--- src/rtl/sdram_arb_pkg.sv ---
// Shared constants and types for the SDRAM command-port arbiter.
// Port indices, port count and arbiter FSM state encoding.
package sdram_arb_pkg;

    localparam int NPORT  = 3;
    localparam int P_DISP = 0;
    localparam int P_CAM  = 1;
    localparam int P_SD   = 2;

    typedef enum logic [1:0] {
        S_IDLE,
        S_ISSUE,
        S_BUSY
    } state_e;

endpackage

--- src/rtl/sdram_arb_rr.sv ---
// Two-way round-robin picker for the camera and SD-card ports.
// ptr_i=0 prefers req_i[0], ptr_i=1 prefers req_i[1]; output is one-hot.
module sdram_arb_rr (
    input  logic [1:0] req_i,
    input  logic       ptr_i,
    output logic [1:0] pick_o
);

    // preferred side first, otherwise the other side
    always_comb begin
        pick_o = 2'b00;
        if (ptr_i) begin
            if (req_i[1])      pick_o = 2'b10;
            else if (req_i[0]) pick_o = 2'b01;
        end else begin
            if (req_i[0])      pick_o = 2'b01;
            else if (req_i[1]) pick_o = 2'b10;
        end
    end

endmodule

--- src/rtl/sdram_port_arbiter.sv ---
// Three-port SDRAM command arbiter: display port has priority with a
// starvation limit, camera/SD round-robin. Optional macro ARB_TIMEOUT_EN.
module sdram_port_arbiter
    import sdram_arb_pkg::*;
#(
    parameter int ADDR_W     = 22,
    parameter int LEN_W      = 9,
    parameter int STARVE_MAX = 4
`ifdef ARB_TIMEOUT_EN
    ,
    parameter int TIMEOUT    = 4096
`endif
) (
    input  logic                    clk,
    input  logic                    rst_n,
    input  logic [NPORT-1:0]        req,
    input  logic [NPORT-1:0]        wr,
    input  logic [NPORT*ADDR_W-1:0] addr,
    input  logic [NPORT*LEN_W-1:0]  len,
    input  logic [NPORT*16-1:0]     wdata,
    output logic [NPORT-1:0]        gnt,
    output logic [NPORT-1:0]        done,
    output logic [NPORT-1:0]        wdata_req,
    output logic [NPORT-1:0]        rdata_vld,
    output logic                    cmd_valid,
    input  logic                    cmd_ready,
    output logic                    cmd_wr,
    output logic [ADDR_W-1:0]       cmd_addr,
    output logic [LEN_W-1:0]        cmd_len,
    input  logic                    ctl_wreq,
    output logic [15:0]             ctl_wdata,
    input  logic                    ctl_rvld,
    input  logic                    cmd_done,
    output logic                    err
);

    localparam int SW = $clog2(STARVE_MAX + 1);
    localparam logic [SW-1:0] SMAX = SW'(STARVE_MAX);

    state_e              state_q, state_d;
    logic [NPORT-1:0]    gnt_q, gnt_d;
    logic [NPORT-1:0]    done_q, done_d;
    logic                wr_q, wr_d;
    logic [ADDR_W-1:0]   addr_q, addr_d;
    logic [LEN_W-1:0]    len_q, len_d;
    logic [SW-1:0]       starve_q, starve_d;
    logic                rr_q, rr_d;

    logic [1:0]          rr_pick;
    logic                p0_ok;
    logic                others;
    logic [NPORT-1:0]    win;
    logic                win_wr;
    logic [ADDR_W-1:0]   win_addr;
    logic [LEN_W-1:0]    win_len;
    logic                busy;
    logic                fin;
    logic                tmo_hit;

    sdram_arb_rr u_rr (
        .req_i  (req[P_SD:P_CAM]),
        .ptr_i  (rr_q),
        .pick_o (rr_pick)
    );

    // winner selection and the winner's command fields
    always_comb begin
        others = req[P_SD:P_CAM] != 2'b00;
        p0_ok  = req[P_DISP] && !(starve_q == SMAX && others);
        win    = '0;
        if (p0_ok) win[P_DISP]     = 1'b1;
        else       win[P_SD:P_CAM] = rr_pick;
        win_wr   = 1'b0;
        win_addr = '0;
        win_len  = '0;
        for (int i = 0; i < NPORT; i++) begin
            if (win[i]) begin
                win_wr   = wr[i];
                win_addr = addr[i*ADDR_W +: ADDR_W];
                win_len  = len[i*LEN_W +: LEN_W];
            end
        end
    end

    // next state, grant, command fields, fairness bookkeeping
    always_comb begin
        state_d  = state_q;
        gnt_d    = gnt_q;
        done_d   = '0;
        wr_d     = wr_q;
        addr_d   = addr_q;
        len_d    = len_q;
        starve_d = starve_q;
        rr_d     = rr_q;
        case (state_q)
            S_IDLE: begin
                // gnt still high here only for a zero-length completion
                if (gnt_q != '0) begin
                    gnt_d = '0;
                end else if (req != '0) begin
                    gnt_d  = win;
                    wr_d   = win_wr;
                    addr_d = win_addr;
                    len_d  = win_len;
                    if (win[P_DISP]) begin
                        if (others && starve_q != SMAX)
                            starve_d = starve_q + 1'b1;
                    end else begin
                        starve_d = '0;
                        rr_d     = win[P_CAM];
                    end
                    if (win_len == '0) done_d  = win;
                    else               state_d = S_ISSUE;
                end
            end
            S_ISSUE: begin
                if (cmd_ready) state_d = S_BUSY;
            end
            S_BUSY: begin
                if (fin) begin
                    gnt_d   = '0;
                    state_d = S_IDLE;
                end
            end
            default: state_d = S_IDLE;
        endcase
    end

    // state and registered outputs
    always_ff @(posedge clk or negedge rst_n) begin
        if (!rst_n) begin
            state_q  <= S_IDLE;
            gnt_q    <= '0;
            done_q   <= '0;
            wr_q     <= 1'b0;
            addr_q   <= '0;
            len_q    <= '0;
            starve_q <= '0;
            rr_q     <= 1'b0;
        end else begin
            state_q  <= state_d;
            gnt_q    <= gnt_d;
            done_q   <= done_d;
            wr_q     <= wr_d;
            addr_q   <= addr_d;
            len_q    <= len_d;
            starve_q <= starve_d;
            rr_q     <= rr_d;
        end
    end

`ifdef ARB_TIMEOUT_EN
    localparam int TW = $clog2(TIMEOUT + 1);
    localparam logic [TW-1:0] TLAST = TW'(TIMEOUT - 1);

    logic [TW-1:0] tmr_q, tmr_d;
    logic          err_q, err_d;

    assign tmo_hit = tmr_q == TLAST;

    // BUSY cycle counter and sticky timeout flag
    always_comb begin
        tmr_d = busy ? tmr_q + 1'b1 : '0;
        err_d = err_q | (busy & tmo_hit & ~cmd_done);
    end

    // timeout registers
    always_ff @(posedge clk or negedge rst_n) begin
        if (!rst_n) begin
            tmr_q <= '0;
            err_q <= 1'b0;
        end else begin
            tmr_q <= tmr_d;
            err_q <= err_d;
        end
    end

    assign err = err_q;
`else
    assign tmo_hit = 1'b0;
    assign err     = 1'b0;
`endif

    assign busy      = state_q == S_BUSY;
    assign fin       = busy && (cmd_done || tmo_hit);
    assign gnt       = gnt_q;
    assign done      = done_q | (gnt_q & {NPORT{fin}});
    assign wdata_req = gnt_q & {NPORT{busy & ctl_wreq}};
    assign rdata_vld = gnt_q & {NPORT{busy & ctl_rvld}};
    assign cmd_valid = state_q == S_ISSUE;
    assign cmd_wr    = wr_q;
    assign cmd_addr  = addr_q;
    assign cmd_len   = len_q;

    // write data from the granted port while streaming
    always_comb begin
        ctl_wdata = '0;
        for (int i = 0; i < NPORT; i++) begin
            if (busy && gnt_q[i]) ctl_wdata = wdata[i*16 +: 16];
        end
    end

endmodule
--- config.mk ---
export PLATFORM = sky130hd
export DESIGN_NAME = sdram_port_arbiter
export DESIGN_NICKNAME = d
export VERILOG_FILES = /design/src/rtl/sdram_arb_pkg.sv /design/src/rtl/sdram_arb_rr.sv /design/src/rtl/sdram_port_arbiter.sv
export SDC_FILE = /design/constraint.sdc
export NUM_CORES = 1
export LEC_CHECK = 0
export CAP_MARGIN = 20
export CORE_MARGIN = 4
export CORE_UTILIZATION = 32
export CTS_CLUSTER_SIZE = 25
export DETAILED_ROUTE_END_ITERATION = 7
export PLACE_DENSITY_LB_ADDON = 0.1
export SKIP_LAST_GASP = 1
export SYNTH_ARGS = -nofsm -noshare
export SYNTH_HDL_FRONTEND = slang
export SYNTH_SLANG_ARGS = --single-unit
export TNS_END_PERCENT = 100
--- constraint.sdc ---
create_clock -name clk -period 2.44 [get_ports clk]
set_input_delay 0.488 -clock clk [delete_from_list [all_inputs] [get_ports clk]]
set_output_delay 0.488 -clock clk [all_outputs]
set_load 0.02 [all_outputs]
---- Word-level counts from Yosys, hierarchy flattened ----
Index checks and enable logic that the tools add are counted.
storage, ports and cells
  bits in registers ....................... 44
operators by class
  add/subtract/negate cells ............... 1
  equality and inequality tests ........... 11
  muxes and demuxes ....................... 35
  bitwise gates (word level) .............. 8
  reductions and logical operators ........ 19
operator list
  cell                                                                     count
  22-bit 2-to-1 mux                                                        3
  16-bit 2-to-1 mux                                                        3
  3-bit 2-to-1 mux                                                         9
  9-bit 2-to-1 mux                                                         3
  2-bit 2-to-1 mux                                                         10
  3-bit AND                                                                3
  9-bit zero test                                                          1
  4-bit AND reduction                                                      2
  1-bit logical AND                                                        7
  2-bit by 1-bit inequality test with 1-bit output, second input constant  3
  2-bit inequality test, second input constant                             3
  3-bit inequality test, second input constant                             2
  2-bit case mux with 3 select lines                                       1
  3-bit case mux with 2 select lines                                       1
  3-bit AND reduction                                                      2
  3-bit nonzero test                                                       2
  1-bit 2-to-1 mux                                                         5
  5-bit AND reduction                                                      1
  2-bit nonzero test                                                       2
  3-bit by 1-bit adder with 3-bit output, second input constant            1
  3-bit == test, second input constant                                     1
  3-bit bitwise OR                                                         1
  1-bit AND                                                                2
  2-bit by 1-bit == test with 1-bit output, second input constant          1
  other kinds (4)                                                          5

---- Depth between registers and ports, before layout ----
Gate-level depths: netlist of the first run.
  depth after elaboration ................. 13
  depth in mapped cells ................... 10
  mapped depth without buffers ............ 8

---- Hierarchy ----
From an unflattened synthesis of the first run, not the netlist that was laid out.
second synthesis, totals
  cell total of the unflattened synthesis .. 333
  area, all modules ....................... 2937.8 um^2
modules (own cells, without submodules)
  module              times used  cells each  area an instance (um^2)  seq. area each (um^2)
  sdram_port_arbiter  1           330         2919.0                   1101.1
  sdram_arb_rr        1           3           18.8                     0.0

---- Worst setup path before layout of the first run ----
No wires, ideal clock.
  kind .................................... register to output
  start point ............................. register gnt_q[0] (netlist: gnt[0])
  end point ............................... output ctl_wdata[10]
  arrival time ............................ 1807 ps
  slack ................................... 145 ps
  cell stages (with the launch flop) ...... 6
  buffers on the path ..................... 1
  cells stage by stage .................... dfrtp_1 -> nand2_1 -> nor2_1 -> clkbuf_1 -> a22oi_1 -> o21ai_0
on the way
  longest elaborated chain between the ends .. 4
RTL lines
  element                         RTL line                   RTL
  start: declaration              sdram_port_arbiter.sv:41   logic [NPORT-1:0] gnt_q, gnt_d;
  start signal: assignment        sdram_port_arbiter.sv:142  gnt_q <= gnt_d;
  1-bit logical AND               sdram_port_arbiter.sv:199  if (busy && gnt_q[i]) ctl_wdata = wdata[i*16 +: 16];
  16-bit 2-to-1 mux (3 in a row)  sdram_port_arbiter.sv:199
  end: declaration                sdram_port_arbiter.sv:31   output logic [15:0] ctl_wdata,
No other way between the ends.

---- Final worst setup path of the first run ----
  start point ............................. input req[2]
  end point ............................... register state_q[0]
on the way
  longest elaborated chain between the ends .. 11
  elaborated cells between the ends (all ways) .. 18
  classes of those cells .................. eq/ne (2); mux (9); reduce/logical (7)
RTL lines
  element                                   RTL line                   RTL
  start: declaration                        sdram_port_arbiter.sv:16   input logic [NPORT-1:0] req,
  2-bit nonzero test                        sdram_port_arbiter.sv:68   others = req[P_SD:P_CAM] != 2'b00;
  1-bit logical AND                         sdram_port_arbiter.sv:69   p0_ok = req[P_DISP] && !(starve_q == SMAX && others);
  1-bit zero test                           sdram_port_arbiter.sv:69
  1-bit logical AND                         sdram_port_arbiter.sv:69
  1-bit 2-to-1 mux                          sdram_port_arbiter.sv:71   if (p0_ok) win[P_DISP] = 1'b1;
  9-bit 2-to-1 mux (3 in a row)             sdram_port_arbiter.sv:77   if (win[i]) begin
  9-bit zero test                           sdram_port_arbiter.sv:112  if (win_len == '0) done_d = win;
  2-bit inequality test (no source line)    n/a
  5-bit AND reduction (no source line) (*)  n/a
  end signal: assignment                    sdram_port_arbiter.sv:141  state_q <= state_d;
  end: declaration                          sdram_port_arbiter.sv:40   state_e state_q, state_d;
Every way passes the cells marked *; elsewhere a longest branch is shown, timed or not.
A chain may end at the register's enable or synchronous reset.

==> flow_summary.toml, run 1 <==
[die]
start_util_pct = 32.8
die_x_um = 97.0
io_pins = 215
die_h_um = 97.0
dieArea_um2 = 9410
placementRows = 32
core_area_um2 = 7730

[detailed_routing]
routed_wl_um = 10200
ant_nets = 0
drt_iter0_markers = 202
via_per_inst = 5.21
vias = 3141
dr.pass1.iters = 5
wl_per_cell_um = 17.0
drc_errors = 0

[placement]
finalWeightedCongestion = 0.950
dp_hpwl_um = 8210
port_buffers = 213
dp_cells = 593

[critical_path]
r2r-end = "state_q[0]$_DFFE_PN0P_"
critPathTopFamily = "compound AO/OA/AOI/OAI gates"
rr_worst_depth = 8
path_cells = "clkdlybuf4s50_1, o211ai_2, and2_1, a222oi_1, and3_1, nand4_2, a22o_1"
worstSetupPathType = "in2reg"
critPathMaxFanout = 10
worstReg2RegStart = "starve_q[0]$_DFFE_PN0P_"
critPathRequiredTime_ps = 2620
crit_path_end_kind = "flip-flop"
cp_slowest_cell = "clkdlybuf4s50_1"
path_buf_inv = 1
cp-start-kind = "input port"
r2r_slack_ps = 110
cp.arrival_ps = 2560
crit_path_max_incr_delay_ps = 540

[synthesis]
postSynth.topFlopCell = "dfrtp_1"
synth_fp_nets = 440
netlist_instances = 285
ys_seq_area_share_pct = 43.5
synth_seq_cells = 44
yosysUniqueCellTypes = 39
syn_avg_cell_area_um2 = 8.89
synth-edff-count = 0
ys.warnings.count = 0
syn_area_um2 = 2530
async_reset_ff_share_pct = 100

[final_layout]
stdcell_count = 603
drive_above_1_share_pct = 10.6
area_growth_syn_to_layout_pct = 93.0
antenna_cells = 0
fin_nets = 655
fin_util_pct = 63.3
layout_commonest_cell = "clkdlybuf4s50_1"
mostFrequentLayoutCells = "clkdlybuf4s50_1, nand2_1, o21ai_0, dfrtp_1, a222oi_1"

[sta]
fmax_ghz = 0.420
min_period_ps = 2380
fin_skew_ps = 4.74
finalHoldViolCount = 0
max-slew-margin-rel_pct = 62.7
period_share_pct = 97.6
rsz0062_at_grt = "yes"
tightest_slew_ps = 559
hold_ws_ps = 265
finalSetupViolations = 0
maxSlewViolCount = 0

[global_route]
first_global_vias = 3285
antenna_found_initial = 0
grt_max_degree = 47
grt_use_total_pct = 21.0
grt-ovfl-total = 0
grt_pass1_wl_um = 16200

[clocking]
cts_root_buf = "clkbuf_8"
cts_buffer_depth = 2
hold_buffers = 0
tritoncts = "built"
cts.sinks = 44
clk-insertion-delay-late_ps = 290
worst_setup_hold_path_clk_slew_ps = 80
htree_levels = 2
cts_inserted_buffers = 5

[run]
cap_violations = 0

[hold_path]
worstHoldPathType = "in2async"

[power_and_ir_drop]
ir_drop_mv = 0.581
p_leak_nw = 2.02
power_density_nw_per_um2 = 869

[outcome]
outcome = "finished clean"
routing by layer:
layer / track usage, % / wire length, um
met5: 0 / 0
met3: 8.00 / 998
met1: 24.1 / 4030
met4: 4.97 / 98
met2: 36.8 / 5090
layout make-up:
type / count / area (um2)
flip-flops and latches: 44 / 1100
multi-input cells: 211 / 1310
repair buffers: 234 / 2250
inverters: 4 / 15.0
clock buffers: 8 / 90.1
well taps: 102 / 128
fillers: 673 / 2840
worst max-delay path by stage:
| stage | endpoint | startpoint | cells after the start |
|---|---|---|---|
| floorplan | ctl_wdata[10] | gnt[0]$_DFFE_PN0P_ | 5 |
| global placement | state_q[0]$_DFFE_PN0P_ | req[2] | 7 |
| detailed placement | state_q[0]$_DFFE_PN0P_ | req[2] | 7 |
| CTS | state_q[0]$_DFFE_PN0P_ | req[2] | 7 |
| global route | state_q[0]$_DFFE_PN0P_ | starve_q[0]$_DFFE_PN0P_ | 8 |
| finish | state_q[0]$_DFFE_PN0P_ | req[2] | 7 |
where the power goes:
part	leakage, nW	switching [mW]	internal [mW]
Sequential	0.558	0.180	1.05
Clock	0.0455	0.229	0.231
Combinational	1.42	1.37	1.20
state kept, by name (all words and copies together) (netlist names):
signal / flops
cmd_wr: 1
state_q: 2
starve_q: 3
gnt: 3
done_q: 3
rr_q: 1
cmd_len: 9
cmd_addr: 22
logic make-up (layout without fill, tap and decap cells):
group,Yosys count,count (layout),share of synthesized area (%)
flops,44,44,43.5
fa+ha+maj,2,2,0.987
mux,1,1,0.444
simple gates,96,96,17.8
other cells,1,1,0.148
compound gates,111,111,31.5
buf+inv,30,246,5.68
through the flow:
| stage | power, mW | setup TNS (ps) | worst slack [ps] | cell area [um2] |
|---|---|---|---|---|
| after global routing | 4.59 | -62.1 | -62.1 | 4890 |
| after detailed placement | 3.86 | -650 | -231 | 4850 |
| after CTS | 4.31 | 0 | 80.7 | 4930 |
| after global placement | 3.82 | -149 | -124 | 4850 |
| after floorplan | 2.53 | 0 | 145 | 2530 |
| final | 4.25 | 0 | 57.8 | 4890 |
Yosys cell counts (2+ instances only):
master	number	area share (%)
a22oi_1	16	4.7
a31o_2	3	1.0
o21ai_0	50	9.9
nand2_1	56	8.3
buf_4	2	0.59
a221o_1	2	0.79
a221oi_1	2	0.69
dfrtp_1	44	43
ha_1	2	0.99
and3_1	9	2.2
and2_1	4	0.99
nor2_1	13	1.9
clkbuf_1	19	2.8
nor2b_1	4	0.99
buf_6	3	1.3
a22o_1	3	1.0
a222oi_1	28	11
inv_1	4	0.59
repair_timing:
item                                    4_1_cts  5_1_grt
endpoints found under the setup margin       16       16
gates resized for setup                      17       43
pin swaps                                     0        2
setup buffers                                 0        2
hold endpoints to repair                      0        0
Note: power is estimated with default switching activity, not from simulation.
==> run 2, diff against run 1 <==
--- a/config.mk
+++ b/config.mk
@@ -8,7 +8,6 @@
 export CAP_MARGIN = 20
 export CORE_MARGIN = 4
 export CORE_UTILIZATION = 32
-export CTS_CLUSTER_SIZE = 25
 export DETAILED_ROUTE_END_ITERATION = 7
 export PLACE_DENSITY_LB_ADDON = 0.1
 export SKIP_LAST_GASP = 1
==> results of run 2 <==
Final layout, timing and power as in run 1 (identical DEF).
